$ cat src/rtl/stopwatch_pkg.sv
// Shared types and constants for the MM:SS stopwatch: FSM states, BCD limits
// and the active-low seven-segment table (bit order {g,f,e,d,c,b,a}).
package stopwatch_pkg;

    typedef enum logic [1:0] {
        IDLE    = 2'd0,
        RUNNING = 2'd1,
        PAUSED  = 2'd2
    } state_t;

    localparam logic [3:0] BCD_MAX_ONES = 4'd9;
    localparam logic [3:0] BCD_MAX_TENS = 4'd5;

    localparam logic [6:0] SEG_LUT [0:9] = '{
        7'b1000000, 7'b1111001, 7'b0100100, 7'b0110000, 7'b0011001,
        7'b0010010, 7'b0000010, 7'b1111000, 7'b0000000, 7'b0010000
    };

    // Non-BCD codes blank the digit; the counters never produce them.
    function automatic logic [6:0] seg_decode(input logic [3:0] d);
        logic [6:0] pat;
        pat = 7'b1111111;
        if (d <= BCD_MAX_ONES)
            pat = SEG_LUT[d];
        return pat;
    endfunction

endpackage

$ cat src/rtl/stopwatch_mmss_bcd_digit.sv
// One BCD digit counter 0..MAX; digit updates one cycle after inc, carry is
// combinational (inc at MAX). No backpressure: inc is honoured every cycle.
module bcd_digit #(
    parameter logic [3:0] MAX = 4'd9
) (
    input  logic       clk,
    input  logic       rst,
    input  logic       inc,
    input  logic       clr,
    output logic [3:0] digit,
    output logic       carry
);

    logic [3:0] r_digit;

    assign digit = r_digit;
    assign carry = inc && (r_digit == MAX);

    // >= rather than == so an out-of-range value can only ever roll to 0.
    always_ff @(posedge clk) begin
        if (rst || clr)
            r_digit <= 4'd0;
        else if (inc)
            r_digit <= (r_digit >= MAX) ? 4'd0 : r_digit + 4'd1;
    end

endmodule

$ cat src/rtl/stopwatch_mmss.sv
// MM:SS BCD stopwatch counting slow_in rising edges under start/stop/clear;
// count, running and wrap register one cycle after the edge sample, no backpressure.
module stopwatch_mmss
    import stopwatch_pkg::*;
#(
    parameter bit SEG_ACTIVE_LOW = 1'b1
) (
    input  logic       clk,
    input  logic       rst,
    input  logic       slow_in,
    input  logic       start_stop,
    input  logic       clear,
    output logic [3:0] sec_ones,
    output logic [3:0] sec_tens,
    output logic [3:0] min_ones,
    output logic [3:0] min_tens,
    output logic [6:0] hex0,
    output logic [6:0] hex1,
    output logic [6:0] hex2,
    output logic [6:0] hex3,
    output logic       running,
    output logic       wrap
);

    logic   r_slow_q, r_ss_q, r_clr_q;
    logic   w_tick, w_ss_edge, w_clr_edge, w_inc;
    logic   w_c0, w_c1, w_c2, w_c3;
    state_t r_state;
    logic   r_running, r_wrap;

    // Edge registers reset to 0, so a level held through reset fires once after it.
    always_ff @(posedge clk) begin
        if (rst) begin
            r_slow_q <= 1'b0;
            r_ss_q   <= 1'b0;
            r_clr_q  <= 1'b0;
        end else begin
            r_slow_q <= slow_in;
            r_ss_q   <= start_stop;
            r_clr_q  <= clear;
        end
    end

    assign w_tick     = slow_in & ~r_slow_q;
    assign w_ss_edge  = start_stop & ~r_ss_q;
    assign w_clr_edge = clear & ~r_clr_q;
    assign w_inc      = w_tick && (r_state == RUNNING) && !w_clr_edge;

    always_ff @(posedge clk) begin
        if (rst) begin
            r_state   <= IDLE;
            r_running <= 1'b0;
        end else if (w_clr_edge) begin
            r_state   <= IDLE;
            r_running <= 1'b0;
        end else if (w_ss_edge) begin
            case (r_state)
                IDLE, PAUSED: begin
                    r_state   <= RUNNING;
                    r_running <= 1'b1;
                end
                RUNNING: begin
                    r_state   <= PAUSED;
                    r_running <= 1'b0;
                end
                default: begin
                    r_state   <= IDLE;
                    r_running <= 1'b0;
                end
            endcase
        end
    end

    bcd_digit #(.MAX(BCD_MAX_ONES)) u_sec_ones (
        .clk(clk), .rst(rst), .inc(w_inc), .clr(w_clr_edge), .digit(sec_ones), .carry(w_c0)
    );
    bcd_digit #(.MAX(BCD_MAX_TENS)) u_sec_tens (
        .clk(clk), .rst(rst), .inc(w_c0), .clr(w_clr_edge), .digit(sec_tens), .carry(w_c1)
    );
    bcd_digit #(.MAX(BCD_MAX_ONES)) u_min_ones (
        .clk(clk), .rst(rst), .inc(w_c1), .clr(w_clr_edge), .digit(min_ones), .carry(w_c2)
    );
    bcd_digit #(.MAX(BCD_MAX_TENS)) u_min_tens (
        .clk(clk), .rst(rst), .inc(w_c2), .clr(w_clr_edge), .digit(min_tens), .carry(w_c3)
    );

    // Carry out of the top digit means the whole count rolled 59:59 -> 00:00.
    always_ff @(posedge clk) begin
        if (rst)
            r_wrap <= 1'b0;
        else
            r_wrap <= w_c3;
    end

    assign running = r_running;
    assign wrap    = r_wrap;

    assign hex0 = SEG_ACTIVE_LOW ? seg_decode(sec_ones) : ~seg_decode(sec_ones);
    assign hex1 = SEG_ACTIVE_LOW ? seg_decode(sec_tens) : ~seg_decode(sec_tens);
    assign hex2 = SEG_ACTIVE_LOW ? seg_decode(min_ones) : ~seg_decode(min_ones);
    assign hex3 = SEG_ACTIVE_LOW ? seg_decode(min_tens) : ~seg_decode(min_tens);

endmodule

$ cat config.mk
export PLATFORM = sky130hd
export DESIGN_NAME = stopwatch_mmss
export DESIGN_NICKNAME = d
export VERILOG_FILES = /design/src/rtl/stopwatch_pkg.sv /design/src/rtl/stopwatch_mmss_bcd_digit.sv /design/src/rtl/stopwatch_mmss.sv
export SDC_FILE = /design/constraint.sdc
export NUM_CORES = 1
export LEC_CHECK = 0
export CORE_MARGIN = 2
export CORE_UTILIZATION = 43
export DETAILED_ROUTE_END_ITERATION = 8
export PLACE_DENSITY = 0.84
export SYNTH_ARGS = -nofsm -noshare
export SYNTH_HDL_FRONTEND = slang
export SYNTH_SLANG_ARGS = --single-unit
export TNS_END_PERCENT = 50
$ cat constraint.sdc
create_clock -name clk -period 1.8 [get_ports clk]
set_input_delay 0.36 -clock clk [delete_from_list [all_inputs] [get_ports clk]]
set_output_delay 0.36 -clock clk [all_outputs]
set_load 0.05 [all_outputs]
### Yosys cells after proc, flatten, opt, wreduce, memory -nomap -nowiden

Memory sizes are Yosys's and may differ from the RTL's.
Cells that the tools add are included.

| storage, ports and cells | value |
|---|---|
| output and inout port bits | 46 |
| memories kept | 4 |
| register bits after elaboration | 23 |
| bits of input ports | 5 |
| memory bits (read-only) | 448 |
| logic and storage cells | 75 |

Memory list:

| name | depth | width | read ports | clocked after memory_dff | write ports | line | text |
|---|---|---|---|---|---|---|---|
| (no name shown) | 16 | 7 | 1 | 0 | 0 | stopwatch_pkg.sv:24 | `pat = SEG_LUT[d];` |
| (no name shown) | 16 | 7 | 1 | 0 | 0 | stopwatch_pkg.sv:24 |  |
| (no name shown) | 16 | 7 | 1 | 0 | 0 | stopwatch_pkg.sv:24 |  |
| (no name shown) | 16 | 7 | 1 | 0 | 0 | stopwatch_pkg.sv:24 |  |

| operators by class | value |
|---|---|
| reduce and logical (&&, ||, !) cells | 11 |
| eq/ne operators | 6 |
| bitwise operators | 10 |
| mux-type cells | 18 |
| magnitude comparators | 12 |
| $add $sub $neg | 4 |

Operators with widths:

| operator | number |
|---|---|
| $mux 7 | 12 |
| $ge 5x5->1 const B | 4 |
| $not 4->5 | 4 |
| $add 4x1->4 const B | 4 |
| $le 4x4->1 const B | 4 |
| $mux 4 | 4 |
| $eq 4x3->1 const B | 2 |
| $eq 4x4->1 const B | 2 |
| $ge 4x3->1 const B | 2 |
| $ge 4x4->1 const B | 2 |
| $logic_and 1x1->1 | 6 |
| $pmux 2 s2 | 1 |
| $reduce_or 2->1 | 2 |
| $and 1x1->1 | 3 |
| $not 1->1 | 3 |
| $eq 2x1->1 const B | 1 |
| $eq 2x2->1 const B | 1 |
| $logic_not 2->1 | 1 |
| $logic_not 1->1 | 1 |
| $logic_or 1x1->1 | 1 |
| $mux 1 | 1 |

### Logic depth before layout (Yosys ltp)

Gate-level depths: netlist of the first run.

| depth | value |
|---|---|
| word-level depth | 8 |
| gate-level depth with buffers | 7 |
| gate-level depth less buffers | 6 |

### Cells and area by module

A second synthesis of the first run with hierarchy kept.

| second synthesis, totals | value |
|---|---|
| cells, all modules | 245 |
| area total of the unflattened synthesis | 1926.8 um^2 |

By module, submodules not included:

| module | times used | sequential area each (um^2) | area an instance (um^2) | cells an instance |
|---|---|---|---|---|
| stopwatch_mmss | 1 | 140.1 | 1008.5 | 141 |
| bcd_digit (u_min_tens ...) | 2 | 80.1 | 241.5 | 28 |
| bcd_digit (u_min_ones ...) | 2 | 80.1 | 217.7 | 24 |

### Least setup slack after synthesis of the first run

No wires, ideal clock.

| timing | value |
|---|---|
| path kind | register -> output |
| start | reg u_sec_tens.r_digit[0], in the netlist u_sec_tens.digit[0] |
| end | out hex1[3] |
| arrival time | 2.352 ns |
| stages on the path, launching flop included | 4 |
| required time | 1.440 ns |
| slack | -0.912 ns |
| buffers on the path | 0 |
| cells stage by stage | dfxtp_1 > inv_1 > ha_1 > o21ai_0 |

| on the way | value |
|---|---|
| cells in the longest elaborated chain, start to end | 5 |
| elaborated cells on any way between the ends | 6 |
| classes of those cells | order compare (1); mux (3); bitwise (1); memory (1) |

Ends and longest elaborated chain:

| item | line | text |
|---|---|---|
| from (decl) | stopwatch_mmss_bcd_digit.sv:14 | `logic [3:0] r_digit;` |
| from (signal assigned) | stopwatch_mmss_bcd_digit.sv:24 | `r_digit <= (r_digit >= MAX) ? 4'd0 : r_digit + 4'd1;` |
| $not 4->5 | n/a |  |
| $mem_v2 16x7 | n/a |  |
| $mux 7 (2 in series) | n/a |  |
| $mux 7 * | stopwatch_pkg.sv:23 | `if (d <= BCD_MAX_ONES)` |
| to (decl) | stopwatch_mmss.sv:18 | `output logic [6:0] hex1,` |

Mark *: on every way between the ends. The rest lies on a longest branch, timed or not. The select of a mux whose other input is x is not followed.

### Worst setup path in the final report of the first run

| timing | value |
|---|---|
| start | reg u_min_ones.r_digit[0], in the netlist u_min_ones.digit[0] |
| end | out hex2[4] |

| on the way | value |
|---|---|
| cells in the longest elaborated chain, start to end | 5 |
| elaborated cells on any way between the ends | 6 |
| classes of those cells | order compare (1); mux (3); bitwise (1); memory (1) |

Ends and longest elaborated chain:

| item | line | text |
|---|---|---|
| from (decl) | stopwatch_mmss_bcd_digit.sv:14 |  |
| from (signal assigned) | stopwatch_mmss_bcd_digit.sv:24 |  |
| $not 4->5 | n/a |  |
| $mem_v2 16x7 | n/a |  |
| $mux 7 (2 in series) | n/a |  |
| $mux 7 * | stopwatch_pkg.sv:23 |  |
| to (decl) | stopwatch_mmss.sv:19 | `output logic [6:0] hex2,` |

Marked as above.

==> results of run 1 <==
## sequential cells by signal (all words and copies together) (netlist names)
signal / cells
u_sec_tens.digit: 4
u_min_ones.digit: 4
u_sec_ones.digit: 4
running: 1
wrap: 1
r_clr_q: 1
r_ss_q: 1
r_state: 2
r_slow_q: 1
u_min_tens.digit: 4
## what timing repair did
| item | CTS | global route |
|---|---|---|
| buffers inserted | 16 | 7 |
| pin swaps | 31 | 17 |
| endpoints found under the setup margin | 29 | 41 |
| gates resized for setup | 100 | 32 |
## critical path, cell delays in order, from the launching register on
cell     delay (ps)
dfxtp_4         410
inv_4            50
buf_6           130
ha_2            200
nand2_2          70
o21ai_2          60
a22oi_2         220
buf_12          170
## worst min-delay path by stage
stage | to
after floorplan | r_clr_q
after global placement | u_min_ones.digit[2]
after detailed placement | u_min_ones.digit[2]
after CTS | u_min_ones.digit[2]
after global routing | running
final | running
## layout by cell type, fill, tap and decap left out, drive strengths merged, types with 2 or more instances in the layout
cell / Yosys / final
o22a: 4 / 4
dfxtp: 23 / 23
nand3: 5 / 5
o21ai: 17 / 17
nor2: 25 / 25
nor2b: 6 / 6
a22oi: 3 / 3
nor4: 2 / 2
xnor2: 4 / 4
nand2: 23 / 23
or4: 5 / 5
mux2i: 3 / 3
o221ai: 2 / 2
o211ai: 2 / 2
or3: 3 / 3
or2b: 3 / 3
clkdlybuf4s50: 0 / 4
a21oi: 35 / 35
nand4: 3 / 3
ha: 20 / 20
inv: 14 / 14
nand2b: 9 / 9
clkbuf: 7 / 3
buf: 4 / 94
## layout make-up
class,instances,area [µm²]
Clock buffer,3,41.29
Clock inverter,1,5.005
Fill cell,139,360.3
Inverter,14,80.08
Multi-Input combinational cell,188,1834
Sequential cell,23,506.7
Tap cell,50,62.56
Timing Repair Buffer,99,1139
## kinds of logic after synthesis
logic type	count (synthesis)	synth area share (%)
AO/OA/AOI/OAI	69	22.38
XOR/XNOR	4	1.946
adder cells (fa/ha/maj)	20	13.90
buffers and inverters	25	6.324
flip-flops	23	25.57
multiplexers	4	2.293
AND/OR/NAND/NOR	91	27.59
## routing by layer
layer,GRT usage [%],share of wire [%],up-vias
li1,-,-,1020
met1,36.08,38,1084
met2,54.81,52,143
met3,5.357,7.0,36
met4,9.069,3.1,0
met5,0,0,-
## through the flow
stage | setup slack, ps | hold WS, ps | std cells | power (mW) | instance area, µm²
final | -142.7 | 525.6 | 378 | 0.9177 | 3669
after global routing | -196.9 | 556.7 | 378 | 0.9440 | 3669
after CTS | -95.74 | 503.9 | 371 | 0.9115 | 3485
after detailed placement | -270.9 | 490.3 | 352 | 0.5952 | 2897
after global placement | -228.2 | 479.3 | 352 | 0.5933 | 2897
after floorplan | -82.11 | 431.6 | 236 | 0.5649 | 2037
## report_power, final
group	switching, mW	internal, mW
registers	0.00443	0.499
clock network	0.170	0.155
logic	0.0493	0.0404
==> key figures, run 1 <==
Run status
  – Status: finished with violations
  – Failing checks: setup timing

CTS
  – H-tree depth: 1
  – Clk root buf: clkbuf_8
  – Sink Count: 23
  – Clock latency on the worst-skew pair: 260 ps
  – Num CTS Buffers: 3
  – Clock-pin transition on the worst setup and hold timing paths: 80 ps
  – Max Root-Sink Buffers: 2
  – Cts hold-fix bufs: 0
  – CTS tree: done

Worst hold path
  – Hold Crit Start: running
  – Hold Path Class: reg -> reg
  – Worst Hold Depth: 2

Global route
  – Total gr overflow: 0
  – Vias in the first global route: 2213
  – Largest net degree at the start of global routing: 16
  – Total GRT Usage: 30.22%
  – Initial antenna violation count: 0
  – First-pass GRT wire length: 10.83 mm

Setup path
  – Kind of critical path: reg -> out
  – Worst r2r dst: u_min_tens.digit[2]
  – R2R setup slack: -100 ps
  – R2R depth: 6
  – Worst reg2reg startpoint: u_sec_tens.digit[1]
  – Max Fanout on Critical Path: 4
  – Crit path launch: u_min_ones.digit[0]
  – Crit end category: output port
  – Worst EP required: 1440 ps
  – Startpoint types: flip-flop
  – CP endpoint: hex2[4]
  – CP arrival: 1580 ps

Yosys
  – Post-synth top flop: dfxtp_1
  – Post-synth top area share: 25.57%
  – Post-synthesis sequential area ratio: 25.57%
  – Count leader, synth: a21oi_1
  – Cell variety after synth: 45
  – Post-synth top cells: 35 x a21oi_1, 25 x nor2_1, 23 x dfxtp_1, 23 x nand2_1, 20 x ha_1
  – Yosys reg bits: 23
  – Post-Syn Area per Cell: 7.629 µm²
  – Ranking of synthesized cells by area: dfxtp_1 26%, ha_1 14%, a21oi_1 9.7%
  – Async SR Flop Fraction: 0%
  – Synthesized area: 0.001800 mm²
  – Synth area leader: dfxtp_1
  – YS warnings: 0
  – Syn nets: 261
  – Post-synth EDFFs: 0
  – Cell count after synthesis: 236

Finish
  – Area grow syn2layout: 103.8%
  – Nets@finish: 354
  – Number of diodes: 0
  – Layout cells sized above 1: 64.63%
  – Fin util: 91.06%

Route
  – Final ANT Viol Nets: 0
  – Drc violations: 0
  – Vias per inst: 6.040
  – Iter 0 DRT Violations: 130
  – Final WL: 7.824 mm
  – First-pass detailed-route iteration total: 5
  – Vias post-DR: 2283
  – Wirelength per Cell: 20.70 µm

Die
  – DIE WIDTH: 68.71 µm
  – Core footprint: 0.004029 mm²
  – DIE AREA: 0.004721 mm²
  – Rows: 23
  – Starting density of the core: 44.69%
  – Number of I/O pins: 51
  – Die Ht: 68.71 µm

Flow run
  – Max_cap viols: 0

Timing
  – Maximum clock frequency: 0.5148 GHz
  – Slew @ Worst Pin: 463.2 ps
  – Clk_skew: 1.667 ps
  – Final period utilization: 107.9%
  – Worst slew margin: 69.12%
  – Setup violations, final: 30
  – Fin. Hold Viols: 0
  – Fin crit period: 1943 ps
  – Total Neg Setup Slack: -1854 ps
  – RSZ-0062 raised after global routing: true
  – Worst setup slack after layout: -142.7 ps
  – Max-slew violations: 0

Place
  – RePlAce Congestion: 0.8366
  – I/O Buffers: 50
  – HPWL after detailed placement: 3.794 mm

Power
  – Pleak: 1.311 nW
  – Maximum vdd drop: 532.9 µV
  – PwrDens: 250.1 mW/mm²
Power figures use the tool's default switching activity.
==> run 2: changes to the inputs <==
--- a/config.mk
+++ b/config.mk
@@ -5,7 +5,6 @@
 export SDC_FILE = /design/constraint.sdc
 export NUM_CORES = 1
 export LEC_CHECK = 0
-export CORE_MARGIN = 2
 export CORE_UTILIZATION = 43
 export DETAILED_ROUTE_END_ITERATION = 8
 export PLACE_DENSITY = 0.84
==> key figures, run 2 (synthesized netlist as in run 1, its figures left out) <==
Finish
  – Area grow syn2layout: 108.8%
  – Layout cells sized above 1: 66.36%
  – Most common cell after layout, fill and taps aside: buf_4
  – Fin area: 0.003759 mm²
  – Fin util: 93.96%
  – # fillers: 114
  – Layout Cells excl Fill: 380
  – Nets@finish: 356
  – Number of diodes: 0
  – Commonest non-fill, non-tap cells in the layout: 49 x buf_4, 25 x buf_6, 18 x nand2_1, 18 x ha_4, 18 x buf_12

Route
  – Final ANT Viol Nets: 0
  – First-pass detailed-route iteration total: 9
  – Drc violations: 0
  – Wirelength per Cell: 26.80 µm
  – Vias per inst: 6.524
  – Iter 0 DRT Violations: 285
  – Vias post-DR: 2479
  – Final WL: 10.18 mm

Global route
  – Total gr overflow: 0
  – Largest net degree at the start of global routing: 16
  – GR Util met1: 39.24%
  – Gr busiest metal: met2
  – Initial antenna violation count: 0
  – First-pass GRT wire length: 12.08 mm
  – GR Util met2: 67.05%
  – Vias in the first global route: 2331
  – Total GRT Usage: 36.92%
  – Routing usage on met3: 8.048%

CTS
  – Clock latency on the worst-skew pair: 280 ps
  – Cts hold-fix bufs: 0
  – Clk root buf: clkbuf_8
  – Sink Count: 23
  – Max Root-Sink Buffers: 2
  – CTS tree: done
  – Num CTS Buffers: 3
  – H-tree depth: 1
  – Clock-pin transition on the worst setup and hold timing paths: 90 ps

Timing
  – Slew @ Worst Pin: 489.4 ps
  – Clk_skew: 7.124 ps
  – Worst slew margin: 67.37%
  – Fin crit period: 2027 ps
  – Max-slew violations: 0
  – RSZ-0062 raised after global routing: true
  – Final period utilization: 112.6%
  – Fin. Hold Viols: 0
  – Setup violations, final: 41
  – Maximum clock frequency: 0.4933 GHz
  – Worst setup slack after layout: -227.3 ps

Flow run
  – Max_cap viols: 0

Place
  – Dpl cells: 353
  – HPWL after detailed placement: 4.063 mm
  – I/O Buffers: 50
  – RePlAce Congestion: 0.8640
  – Cell Area, Placed: 0.002879 mm²

Power
  – Maximum vdd drop: 662.1 µV
  – Total power: 956.9 µW
  – Pleak: 1.334 nW
  – PwrDens: 254.6 mW/mm²

Die
  – Die Ht: 66.71 µm
  – DIE AREA: 0.004450 mm²
  – Rows: 23
  – Number of I/O pins: 51
  – Core footprint: 0.004000 mm²
  – DIE WIDTH: 66.71 µm
  – Starting density of the core: 45.01%

Setup path
  – Worst EP required: 1950 ps
  – Max Fanout on Critical Path: 4
  – Worst path most repeated cell: buf_6
  – Slowest cell on crit path: or3_2
  – CP arrival: 2180 ps
  – Critical path's largest stage delay: 520 ps
  – Cell breakdown of the critical path: buf_6 -> ha_4 -> buf_6 -> nand3b_1 -> or3_2 -> o21ai_1 -> a31oi_4
  – R2R setup slack: -230 ps
  – Crit end category: flip-flop
  – Startpoint types: flip-flop
  – Kind of critical path: reg -> reg

Run status
  – Status: finished with violations
  – Failing checks: setup timing

Worst hold path
  – Hold Path Class: in -> reg
## run 2: cell count changes in the layout (fill, tap and decap cells not counted), sizes merged
cell           before  now
bufbuf              1    0
clkbuf              3    6
clkdlybuf4s50       4    3
clkinv              1    0
clkinvlp            0    2
dlymetal6s2s        0    1
inv                14   13
## run 2: critical path: cells and delay by family (launching register included)
| kind | cells | cell delay, ps |
|---|---|---|
| flip-flops | 1 | 400 |
| AO/OA/AOI/OAI | 2 | 440 |
| AND/OR/NAND/NOR | 2 | 690 |
| adder cells (fa/ha/maj) | 1 | 160 |
| buffers and inverters | 2 | 220 |
## run 2: stage by stage
step                      setup slack [ps]  hold slack [ps]  setup TNS, ps
after floorplan                     -82.11            431.6         -520.6
after global placement              -221.7            505.1          -1694
after detailed placement            -297.8            514.6          -2597
after CTS                           -75.95            544.0          -1044
after global routing                -345.2            418.7          -5349
final                               -227.3            439.3          -4041
## run 2: timing repair
action,4_1_cts,5_1_grt
pin swaps,31,29
setup endpoints to repair,32,41
buffers inserted,18,7
resized for setup,103,51
## run 2: area by class of cell
| class | count | area (µm²) | area share [%] |
|---|---|---|---|
| Sequential cell | 23 | 509.2 | 13.55 |
| Inverter | 14 | 78.83 | 2.097 |
| Tap cell | 50 | 62.56 | 1.664 |
| Clock inverter | 1 | 7.507 | 0.1997 |
| Timing Repair Buffer | 101 | 1137 | 30.26 |
| Clock buffer | 3 | 41.29 | 1.099 |
| Multi-Input combinational cell | 188 | 1922 | 51.13 |
## run 2: path summary, 6_finish.rpt
kind	start	to	cells after the start
max reg2reg	u_sec_tens.digit[0]	u_min_tens.digit[2]	7
min	slow_in	r_slow_q	2
min reg2reg	running	running	2
max	u_sec_tens.digit[0]	u_min_tens.digit[2]	7
## run 2: routing by layer
layer / share of wire [%] / vias to the layer above / wire (µm)
li1: - / 1025 / -
met1: 34 / 1160 / 3432
met2: 50 / 211 / 5086
met3: 9.0 / 83 / 919
met4: 7.3 / 0 / 744
met5: 0 / - / 0
## run 2: power by group
part	switching (mW)	internal (mW)
combinational	0.0605	0.0443
clock	0.191	0.157
sequential	0.00645	0.498
==> run 3: changes to the inputs <==
--- a/config.mk
+++ b/config.mk
@@ -5,9 +5,12 @@
 export SDC_FILE = /design/constraint.sdc
 export NUM_CORES = 1
 export LEC_CHECK = 0
-export CORE_UTILIZATION = 43
+export CELL_PAD_IN_SITES_DETAIL_PLACEMENT = 0
+export CELL_PAD_IN_SITES_GLOBAL_PLACEMENT = 1
+export CORE_UTILIZATION = 31
 export DETAILED_ROUTE_END_ITERATION = 8
-export PLACE_DENSITY = 0.84
+export PLACE_DENSITY = 0.85
+export REMOVE_ABC_BUFFERS = 1
 export SYNTH_ARGS = -nofsm -noshare
 export SYNTH_HDL_FRONTEND = slang
 export SYNTH_SLANG_ARGS = --single-unit
==> key figures, run 3 (synthesized netlist as in run 1, its figures left out) <==
CTS
  – H-tree depth: 1
  – Sink Count: 23
  – Clock-pin transition on the worst setup and hold timing paths: 90 ps
  – Clk root buf: clkbuf_8
  – Cts hold-fix bufs: 0
  – Num CTS Buffers: 3
  – CTS tree: done
  – Max Root-Sink Buffers: 2
  – Clock latency on the worst-skew pair: 270 ps

Finish
  – Number of diodes: 0
  – Most common cell after layout, fill and taps aside: buf_4
  – Fin util: 66.42%
  – Nets@finish: 354
  – Layout Cells excl Fill: 400
  – # fillers: 419
  – Fin area: 0.003680 mm²
  – Area grow syn2layout: 104.4%
  – Layout cells sized above 1: 59.45%
  – Commonest non-fill, non-tap cells in the layout: 44 x buf_4, 34 x buf_12, 18 x a21oi_1

Route
  – Vias per inst: 5.183
  – Iter 0 DRT Violations: 68
  – Vias post-DR: 2073
  – Final ANT Viol Nets: 0
  – Drc violations: 0
  – Wirelength per Cell: 15.21 µm
  – Final WL: 6.085 mm
  – First-pass detailed-route iteration total: 5

Die
  – Starting density of the core: 32.50%
  – DIE AREA: 0.006117 mm²
  – Number of I/O pins: 51
  – Core footprint: 0.005540 mm²
  – Die Ht: 78.21 µm
  – Rows: 27
  – DIE WIDTH: 78.21 µm

Power
  – Net Sw Power: 218.8 µW
  – PwrDens: 251.8 mW/mm²
  – Sequential share of power: 55.2%
  – Switching Share: 23.61%
  – Maximum vdd drop: 259.7 µV
  – Pleak: 1.323 nW
  – Clock network fraction of total power: 35.5%
  – Internal: 707.8 µW
  – Logic pwr share: 9.3%

Place
  – HPWL after detailed placement: 3.994 mm
  – Dpl cells: 390
  – Pre-CTS worst setup slack: -238.5 ps
  – RePlAce Congestion: 0.7833
  – Cell Area, Placed: 0.002988 mm²
  – I/O Buffers: 50

Timing
  – Slew @ Worst Pin: 339.7 ps
  – Max-slew violations: 0
  – Clk_skew: 5.741 ps
  – Worst setup slack after layout: -122.2 ps
  – Setup violations, final: 22
  – Fin crit period: 1922 ps
  – RSZ-0062 raised after global routing: true
  – Final period utilization: 106.8%
  – Maximum clock frequency: 0.5202 GHz
  – Fin. Hold Viols: 0
  – Worst slew margin: 77.18%
  – Total Neg Setup Slack: -1239 ps

Global route
  – First-pass GRT wire length: 9.618 mm
  – Largest net degree at the start of global routing: 13
  – Vias in the first global route: 2056
  – Initial antenna violation count: 0
  – Total GRT Usage: 19.45%
  – Total gr overflow: 0

Setup path
  – Kind of critical path: reg -> out
  – Crit end category: output port
  – CP arrival: 1560 ps
  – Worst EP required: 1440 ps
  – Max Fanout on Critical Path: 3
  – Startpoint types: flip-flop

Run status
  – Failing checks: setup timing
  – Status: finished with violations

Flow run
  – Max_cap viols: 0

Worst hold path
  – Hold Path Class: reg -> reg
-- run 3: changes by cell type in the layout (fill, tap and decap cells not counted), moves of 5 or more --
cell	delta
dfxtp_4	-6
o21ai_0	+5
a21oi_4	-8
o21ai_1	-5
buf_6	-10
a21oi_1	+7
buf_12	+16
buf_4	-5
-- run 3: critical path: stages (launching register included) --
cell     delay [ps]
dfxtp_2         360
inv_4            50
buf_6           120
ha_4            160
nor2_4          120
nor2_4           60
a22oi_2         240
buf_12          170
-- run 3: per-layer routing --
metal  share of wire (%)  up-vias  track usage [%]  wire length [µm]
li1                    -     1017                -                 -
met3                 2.5        6            2.791               154
met5                   0        -                0                 0
met2                  56       43            36.93              3399
met4                0.97        0            3.889                59
met1                  41     1007            22.94              2471
-- run 3: repair_timing --
| action | CTS | global route |
|---|---|---|
| hold endpoints to repair | 0 | 0 |
| setup endpoints to repair | 32 | 40 |
| resized for setup | 113 | 43 |
| pin swaps | 22 | 23 |
| setup buffers | 2 | 5 |
| gates cloned | 0 | 0 |
-- run 3: per-stage QoR --
stage / hold slack, ps / power (mW)
CTS: 533.2 / 0.9314
finish: 535.2 / 0.9265
global placement: 502.2 / 0.6115
floorplan: 431.6 / 0.5718
detailed placement: 514.0 / 0.6136
global route: 585.6 / 0.9646
-- run 3: final cells by class --
class / instances / area [µm²] / area share, %
clock buffer: 4 / 45.04 / 1.224
inverter: 14 / 77.57 / 2.108
multi-input combinational: 188 / 1699 / 46.17
sequential: 23 / 490.5 / 13.33
tap: 72 / 90.09 / 2.448
timing repair buffer: 99 / 1277 / 34.72
-- run 3: final timing paths --
| check | startpoint | end | slack (ps) | cells past startpoint |
|---|---|---|---|---|
| max | u_sec_ones.digit[1] | hex0[4] | -120 | 7 |
| min | running | running | 540 | 2 |
| max reg2reg | u_sec_tens.digit[1] | u_min_ones.digit[2] | 20 | 7 |
| min reg2reg | running | running | 540 | 2 |
-- run 3: power groups by stage --
stage          sequential (mW)  clock (mW)  combinational (mW)
2_1_floorplan            0.537           0              0.0352
3_3_place_gp             0.532           0              0.0800
3_5_place_dp             0.531           0              0.0821
4_1_cts                  0.514       0.331              0.0859
5_1_grt                  0.513       0.359              0.0926
6_report                 0.511       0.329              0.0864
